==> config.mk <==
export PLATFORM = sky130hd
export DESIGN_NAME = id_hazard_ctrl
export DESIGN_NICKNAME = d
export VERILOG_FILES = /design/src/rtl/cpu_ctrl_pkg.sv /design/src/rtl/cpu_main_decoder.sv /design/src/rtl/id_hazard_ctrl.sv
export SDC_FILE = /design/constraint.sdc
export NUM_CORES = 1
export LEC_CHECK = 0
export CAP_MARGIN = 20
export CORE_MARGIN = 10
export CORE_UTILIZATION = 43
export DETAILED_ROUTE_END_ITERATION = 7
export PLACE_DENSITY = 0.8
export SLEW_MARGIN = 15
export SYNTH_ARGS = -nofsm -noshare
export SYNTH_HDL_FRONTEND = slang
export SYNTH_SLANG_ARGS = --single-unit
export TNS_END_PERCENT = 5
==> constraint.sdc <==
create_clock -name clk_i -period 2.8 [get_ports clk_i]
set_clock_uncertainty 0.1 [all_clocks]
set_input_delay 0.56 -clock clk_i [delete_from_list [all_inputs] [get_ports clk_i]]
set_output_delay 0.56 -clock clk_i [all_outputs]
set_load 0.05 [all_outputs]
==> src/rtl/cpu_ctrl_pkg.sv <==
// rtl/cpu_ctrl_pkg.sv - shared opcodes, immediate codes, control bit indices and FSM states
// Purpose: common definitions for the ID-stage controller and its main decoder.
// Ports: none (package).
package cpu_ctrl_pkg;

  localparam logic [6:0] OP_R   = 7'b0110011;
  localparam logic [6:0] OP_I   = 7'b0010011;
  localparam logic [6:0] OP_LD  = 7'b0000011;
  localparam logic [6:0] OP_SD  = 7'b0100011;
  localparam logic [6:0] OP_BEQ = 7'b1100011;

  localparam logic [1:0] IMM_NONE = 2'd0;
  localparam logic [1:0] IMM_I    = 2'd1;
  localparam logic [1:0] IMM_S    = 2'd2;
  localparam logic [1:0] IMM_B    = 2'd3;

  // Bit positions inside the ID/EX control bundle
  // {rsvd, alu_op[1:0], alu_src, mem_write, mem_read, mem_to_reg, reg_write}
  localparam int CTRL_REG_WRITE  = 0;
  localparam int CTRL_MEM_TO_REG = 1;
  localparam int CTRL_MEM_READ   = 2;
  localparam int CTRL_MEM_WRITE  = 3;
  localparam int CTRL_ALU_SRC    = 4;
  localparam int CTRL_ALU_OP_LO  = 5;
  localparam int CTRL_ALU_OP_HI  = 6;

  typedef enum logic [1:0] {
    ST_IDLE = 2'd0,
    ST_RUN  = 2'd1,
    ST_ERR  = 2'd2
  } state_t;

endpackage

==> src/rtl/cpu_main_decoder.sv <==
// rtl/cpu_main_decoder.sv - combinational opcode decoder for the ID stage
// Purpose: maps an opcode to the control bundle, immediate format and operand usage.
// Ports:
//   opcode   in  7       instruction opcode field
//   ctrl     out CTRL_W  control bundle for ID/EX
//   imm_sel  out 2       immediate format select
//   uses_rs2 out 1       instruction reads rs2
//   illegal  out 1       opcode not recognised
module cpu_main_decoder
  import cpu_ctrl_pkg::*;
#(
  parameter int CTRL_W = 8
) (
  input  logic [6:0]        opcode,
  output logic [CTRL_W-1:0] ctrl,
  output logic [1:0]        imm_sel,
  output logic              uses_rs2,
  output logic              illegal
);

  always_comb begin
    ctrl     = '0;
    imm_sel  = IMM_NONE;
    uses_rs2 = 1'b0;
    illegal  = 1'b0;
    case (opcode)
      OP_R: begin
        ctrl[CTRL_REG_WRITE] = 1'b1;
        ctrl[CTRL_ALU_OP_HI] = 1'b1;
        uses_rs2             = 1'b1;
      end
      OP_I: begin
        imm_sel              = IMM_I;
        ctrl[CTRL_REG_WRITE] = 1'b1;
        ctrl[CTRL_ALU_SRC]   = 1'b1;
        ctrl[CTRL_ALU_OP_HI] = 1'b1;
      end
      OP_LD: begin
        imm_sel               = IMM_I;
        ctrl[CTRL_REG_WRITE]  = 1'b1;
        ctrl[CTRL_MEM_READ]   = 1'b1;
        ctrl[CTRL_MEM_TO_REG] = 1'b1;
        ctrl[CTRL_ALU_SRC]    = 1'b1;
      end
      OP_SD: begin
        imm_sel              = IMM_S;
        ctrl[CTRL_MEM_WRITE] = 1'b1;
        ctrl[CTRL_ALU_SRC]   = 1'b1;
        uses_rs2             = 1'b1;
      end
      OP_BEQ: begin
        imm_sel              = IMM_B;
        ctrl[CTRL_ALU_OP_LO] = 1'b1;
        uses_rs2             = 1'b1;
      end
      default: illegal = 1'b1;
    endcase
  end

endmodule

==> src/rtl/id_hazard_ctrl.sv <==
// rtl/id_hazard_ctrl.sv - ID-stage decode, hazard detection and front-end sequencing
// Purpose: decodes the IF/ID instruction, tracks ID/EX and EX/MEM shadows, stalls on
//   load-use and branch-operand hazards, resolves BEQ in ID and runs IDLE/RUN/ERR.
// Ports:
//   clk_i, rst_i          clock, synchronous active-high reset
//   start_i               leave IDLE when high
//   inst_i, inst_valid_i  IF/ID instruction and its valid flag
//   branch_eq_i           rs1==rs2 from the ID comparator
//   imm_sel_o             immediate format (combinational)
//   pc_write_o, ifid_write_o, ifid_flush_o, branch_taken_o  front-end controls
//   ex_ctrl_o, ex_rd_o    registered ID/EX control bundle and destination
//   illegal_o             sticky illegal-opcode flag
//   stall_cnt_o           saturating stall-cycle count
module id_hazard_ctrl
  import cpu_ctrl_pkg::*;
#(
  parameter int CTRL_W   = 8,
  parameter int STALL_CW = 16
) (
  input  logic                clk_i,
  input  logic                rst_i,
  input  logic                start_i,
  input  logic [31:0]         inst_i,
  input  logic                inst_valid_i,
  input  logic                branch_eq_i,
  output logic [1:0]          imm_sel_o,
  output logic                pc_write_o,
  output logic                ifid_write_o,
  output logic                ifid_flush_o,
  output logic                branch_taken_o,
  output logic [CTRL_W-1:0]   ex_ctrl_o,
  output logic [4:0]          ex_rd_o,
  output logic                illegal_o,
  output logic [STALL_CW-1:0] stall_cnt_o
);

  state_t              state, state_next;
  logic [CTRL_W-1:0]   dec_ctrl;
  logic                dec_uses_rs2;
  logic                dec_illegal;
  logic                mem_read_q;
  logic [4:0]          mem_rd_q;
  logic [4:0]          rs1, rs2, rd;
  logic                is_beq, active, issue;
  logic                match_ex, match_mem;
  logic                h_load_use, h_br_alu, h_br_load, stall;
  logic                unused_inst_bits;

  assign rs1 = inst_i[19:15];
  assign rs2 = inst_i[24:20];
  assign rd  = inst_i[11:7];
  assign unused_inst_bits = ^{inst_i[31:25], inst_i[14:12]};

  cpu_main_decoder #(.CTRL_W(CTRL_W)) u_dec (
    .opcode   (inst_i[6:0]),
    .ctrl     (dec_ctrl),
    .imm_sel  (imm_sel_o),
    .uses_rs2 (dec_uses_rs2),
    .illegal  (dec_illegal)
  );

  // An illegal opcode reads no registers, so it can never match a producer.
  assign match_ex  = (ex_rd_o != 5'd0) && !dec_illegal &&
                     ((ex_rd_o == rs1) || (dec_uses_rs2 && (ex_rd_o == rs2)));
  assign match_mem = (mem_rd_q != 5'd0) && !dec_illegal &&
                     ((mem_rd_q == rs1) || (dec_uses_rs2 && (mem_rd_q == rs2)));

  assign is_beq     = (inst_i[6:0] == OP_BEQ);
  assign active     = (state == ST_RUN) && inst_valid_i;
  assign h_load_use = ex_ctrl_o[CTRL_MEM_READ] && match_ex;
  assign h_br_alu   = is_beq && ex_ctrl_o[CTRL_REG_WRITE] && !ex_ctrl_o[CTRL_MEM_READ] && match_ex;
  assign h_br_load  = is_beq && mem_read_q && match_mem;
  assign stall      = active && (h_load_use || h_br_alu || h_br_load);

  always_ff @(posedge clk_i) begin
    if (rst_i) state <= ST_IDLE;
    else       state <= state_next;
  end

  always_comb begin
    state_next     = state;
    pc_write_o     = 1'b0;
    ifid_write_o   = 1'b0;
    ifid_flush_o   = 1'b0;
    branch_taken_o = 1'b0;
    issue          = 1'b0;
    case (state)
      ST_IDLE: if (start_i) state_next = ST_RUN;
      ST_RUN: begin
        pc_write_o   = !stall;
        ifid_write_o = !stall;
        // Stall wins over a taken branch: the BEQ is re-evaluated once operands are ready.
        if (active && is_beq && branch_eq_i && !stall) begin
          branch_taken_o = 1'b1;
          ifid_flush_o   = 1'b1;
        end
        if (active && dec_illegal) state_next = ST_ERR;
        issue = active && !stall && !dec_illegal;
      end
      ST_ERR: ;
      default: state_next = ST_IDLE;
    endcase
  end

  always_ff @(posedge clk_i) begin
    if (rst_i) begin
      ex_ctrl_o   <= '0;
      ex_rd_o     <= '0;
      mem_read_q  <= 1'b0;
      mem_rd_q    <= '0;
      illegal_o   <= 1'b0;
      stall_cnt_o <= '0;
    end else begin
      // EX/MEM always drains ID/EX; outside RUN ID/EX only ever holds bubbles.
      mem_read_q <= ex_ctrl_o[CTRL_MEM_READ];
      mem_rd_q   <= ex_rd_o;
      if (issue) begin
        ex_ctrl_o <= dec_ctrl;
        ex_rd_o   <= rd;
      end else begin
        ex_ctrl_o <= '0;
        ex_rd_o   <= '0;
      end
      if (stall && (stall_cnt_o != {STALL_CW{1'b1}}))
        stall_cnt_o <= stall_cnt_o + {{(STALL_CW-1){1'b0}}, 1'b1};
      if ((state == ST_RUN) && (state_next == ST_ERR))
        illegal_o <= 1'b1;
    end
  end

endmodule
==> reports/results.md <==
| Stage | Quantity | Reported |
| --- | --- | --- |
| critical path | Worst Setup Path Type | in2out |
| clock tree | Worst-Skew Late Latency | 290 ps |
| critical path | Data arrival time at the worst-slack endpoint | 2060 ps |
| drt | Antenna violation net count after detailed routing | 0 |
| timing | Worst relative slew slack | 65.2% |
| global routing | Antenna violations before repair | 0 |
| place | Minimum setup slack after placement | -137 ps |
| clock tree | Clock transition time at the flip-flop clock pins of the worst setup and hold paths | 60 ps |
| timing | Worst hold-check slack | 351 ps |
| power and ir drop | Part of the power in combinational logic | 13.1% |
| die | Horizontal die dimension | 84.9 um |
| clock tree | H-Tree Depth | 2 |
| power and ir drop | Static leakage power | 1.02 nW |
| clock tree | Clock root cell | sky130_fd_sc_hd__clkbuf_8 |
| die | Initial standard-cell utilization of the core | 45.0% |
| clock tree | CTS tree | built |
| place | Placed wire-length estimate after detailed placement | 3920 um |
| die | Cell Rows | 23 |
| drt | Final wirelength | 4940 um |
| place | Dpl cells | 324 |
| logic synthesis | Number of synthesized register bits | 36 |
| worst hold path | Hold_sp | state[1] |
| global routing | Wire length of the first global-routing pass | 8080 um |
| drt | Residual DRC | 0 |
| critical path | Worst setup EP type | primary output |
| power and ir drop | Switching Share | 23.3% |
| logic synthesis | Number of warnings printed during yosys synthesis | 0 |
| global routing | Largest net degree at the start of global routing | 27 |
| run status | Run status | complete, no violations |
| clock tree | Hold-fix buffer count after cts | 0 |
| layout | Non-filler instance count after layout | 333 |
| logic synthesis | Post-Syn Nets | 241 |
| logic synthesis | Fraction of registers with async set or reset after synthesis | 0% |
| critical path | CP required | 2140 ps |
| die | Total I/O pin count | 73 |
| drt | Routed vias | 1685 |
| timing | Final count of pins violating max slew | 0 |
| die | Core area | 0.00403 sq mm |
| power and ir drop | Maximum VDD drop | 0.000231 V |
| layout | Synth-to-layout area growth | 52.8% |
| global routing | GR Util All Layers | 13.7% |
| critical path | Startpoint Class | input pin |
| job | Number of maximum-capacitance violations | 0 |
| die | Die extent in y | 84.9 um |
| logic synthesis | Number of unique standard cell types used by synthesis | 45 |
| power and ir drop | Int Pwr | 0.000804 W |
| worst hold path | Class of the most critical hold timing path | reg2reg |
| timing | Maximum operating frequency | 367 MHz |
| timing | Setup repair after global routing missed its margin | false |
| clock tree | Clock buffers created by TritonCTS | 5 |
| critical path | Worst path cell trace | clkdlybuf4s50_1 > xnor2_1 > nand3_2 > o22ai_2 > a22o_4 > nor3_4 > buf_12 |
| logic synthesis | Sequential-to-total area share from yosys stat | 39.8% |
| global routing | Vias in the first global route | 1668 |
| critical path | Cell type of the slowest stage on the worst timing path | sky130_fd_sc_hd__clkdlybuf4s50_1 |
| timing | Total count of hold-check failures in the final report | 0 |
| critical path | First element of the critical path | inst_i[23] |
| logic synthesis | Number of flops mapped to enable cells by yosys | 0 |
| logic synthesis | Number of standard cells after synthesis | 203 |
| timing | Count of endpoints failing setup in the final report | 0 |
| place | Weighted congestion reported at the end of routability-driven placement | 0.888 |
| timing | Final setup margin | 76.2 ps |
| global routing | Global Route met1 Usage | 14.5% |
| clock tree | Clk sinks | 36 |
| global routing | Remaining Overflow, GRT | 0 |
| global routing | GRT met3 Usage | 4.30% |
| timing | Worst-margin pin slew | 520 ps |
| critical path | Worst stage delay on the critical path | 470 ps |
| global routing | Global routing met2 resource utilization | 25.1% |
| drt | Number of detailed-routing iterations run before antenna repair | 4 |
| clock tree | Longest Clk Path Bufs | 2 |
| power and ir drop | NetSw | 0.000244 W |
| power and ir drop | Relative contribution of sequential cells to total power | 49.4% |
| layout | Ant diodes | 0 |
| drt | Detail-routed net length per standard cell | 14.8 um |
| layout | Number of nets at the end of the flow | 321 |
| critical path | Critical path fanouts, max | 3 |
| power and ir drop | Fraction of power consumed by the clock network | 37.6% |
| die | Die Footprint | 0.00721 sq mm |
| drt | Initial detailed-routing violation count | 60 |
| drt | Vias per std cell | 5.06 |
| logic synthesis | Syn avg cell area | 8.92 sq um |
| timing | Clock period minus final worst setup slack | 2720 ps |
| global routing | Global routing's busiest layer | met2 |
| critical path | Reg2Reg Launch Point | ex_rd_o[1] |
| logic synthesis | Post-synthesis instance area | 0.00181 sq mm |
| power and ir drop | Power Dens Cells | 379 mW/mm^2 |
| place | Number of buffers added on ports | 61 |
| layout | Share of post-route cells with drive strength above 1 | 20.8% |
| logic synthesis | Primary FF master, synth | sky130_fd_sc_hd__dfxtp_1 |
| timing | Part of the cycle the worst path needs | 97.3% |
[synthesized netlist by cell type, types with 5 or more instances]
cell | count | area [sq um]
sky130_fd_sc_hd__and2_1 | 5 | 31.3
sky130_fd_sc_hd__dfxtp_1 | 36 | 721
sky130_fd_sc_hd__nand2_1 | 10 | 37.5
sky130_fd_sc_hd__a21oi_1 | 10 | 50.1
sky130_fd_sc_hd__nand3_1 | 16 | 80.1
sky130_fd_sc_hd__nor2_1 | 21 | 78.8
sky130_fd_sc_hd__nand4_1 | 6 | 37.5
sky130_fd_sc_hd__inv_1 | 5 | 18.8
sky130_fd_sc_hd__xnor2_1 | 26 | 228
sky130_fd_sc_hd__nor2b_1 | 8 | 50.1
[cells by family after synthesis]
family,after synthesis,synth area share (%)
and+or+nand+nor,95,29.8
DFF,36,39.8
xor gates and xnor gates,29,14.0
AOI/OAI and AO/OA,26,10.4
buffers and inverters,13,3.94
muxes,2,1.17
adders and majority gates,1,0.690
other,1,0.207
[critical path, delay by kind of cell]
| family | cells | cell delay (ps) |
|---|---|---|
| xor+xnor | 1 | 160 |
| simple gates | 2 | 300 |
| compound gates | 2 | 400 |
| buf+inv | 2 | 650 |
[metal layers]
metal	part of all wire, %	vias up
met5	0	-
met2	53	42
li1	-	857
met1	41	780
met4	0.93	0
met3	5.2	6
[area by class of cell]
type	count	area, sq um
clock buffers	7	96.3
fillers	331	1260
inverters	5	18.8
multi-input cells	154	1070
flip-flops and latches	36	726
well taps	50	62.6
repair buffers	81	800
[timing repair]
| item | CTS | global route |
|---|---|---|
| setup buffers | 2 | 0 |
| pin swaps | 6 | 1 |
| hold endpoints to repair | 0 | 0 |
| setup endpoints to repair | 4 | 4 |
| resized for setup | 12 | 3 |
[power by group through the flow]
stage	Sequential (W)	Combinational, W	Clock, W
after floorplan	0.000533	0.0000609	0
after global placement	0.000529	0.000137	0
after detailed placement	0.000529	0.000139	0
after CTS	0.000518	0.000137	0.000399
after global routing	0.000518	0.000147	0.000419
final	0.000518	0.000137	0.000394
[worst paths after layout]
check                 endpoint  slack [ps]  depth (start not counted)
hold reg to reg       state[0]         350                          1
setup / recovery  ifid_flush_o          80                          7
setup reg to reg  ex_ctrl_o[2]         480                          9
hold / removal        state[0]         350                          1
[registers in the layout, indices dropped and copies added, names as in the netlist]
| register | count |
|---|---|
| mem_rd_q | 5 |
| stall_cnt_o | 16 |
| mem_read_q | 1 |
| ex_rd_o | 5 |
| state | 2 |
| illegal_o | 1 |
| ex_ctrl_o | 6 |
[cell usage in the layout (no fill, tap or decap), drive strengths merged, types with 2 or more instances in the layout]
cell type      netlist  routed
nor2b                8       8
clkdlybuf4s50        0      45
nor4                 4       4
dlygate4sd2          0       9
nand3               16      16
inv                  5       5
nand2               11      11
or4                  5       5
o31ai                2       2
or3                  4       4
clkbuf               3       7
and2                 5       5
xor2                 3       3
nor3                 6       6
o22ai                2       2
a21oi               11      11
buf                  5      26
nand4                6       6
nand2b               2       2
dfxtp               36      36
xnor2               26      26
o21ai                6       6
nor2                25      25
[stage by stage]
step | TNS [ps] | instance area [sq um] | total power, W | util (%)
after floorplan | 0 | 1840 | 0.000594 | -
after global placement | -673 | 2640 | 0.000666 | 65.6
after detailed placement | -1140 | 2640 | 0.000669 | 65.6
after CTS | 0 | 2760 | 0.00105 | 68.5
after global routing | 0 | 2770 | 0.00108 | 68.7
final | 0 | 2770 | 0.00105 | 68.7
(Power assumes the default switching activity.)
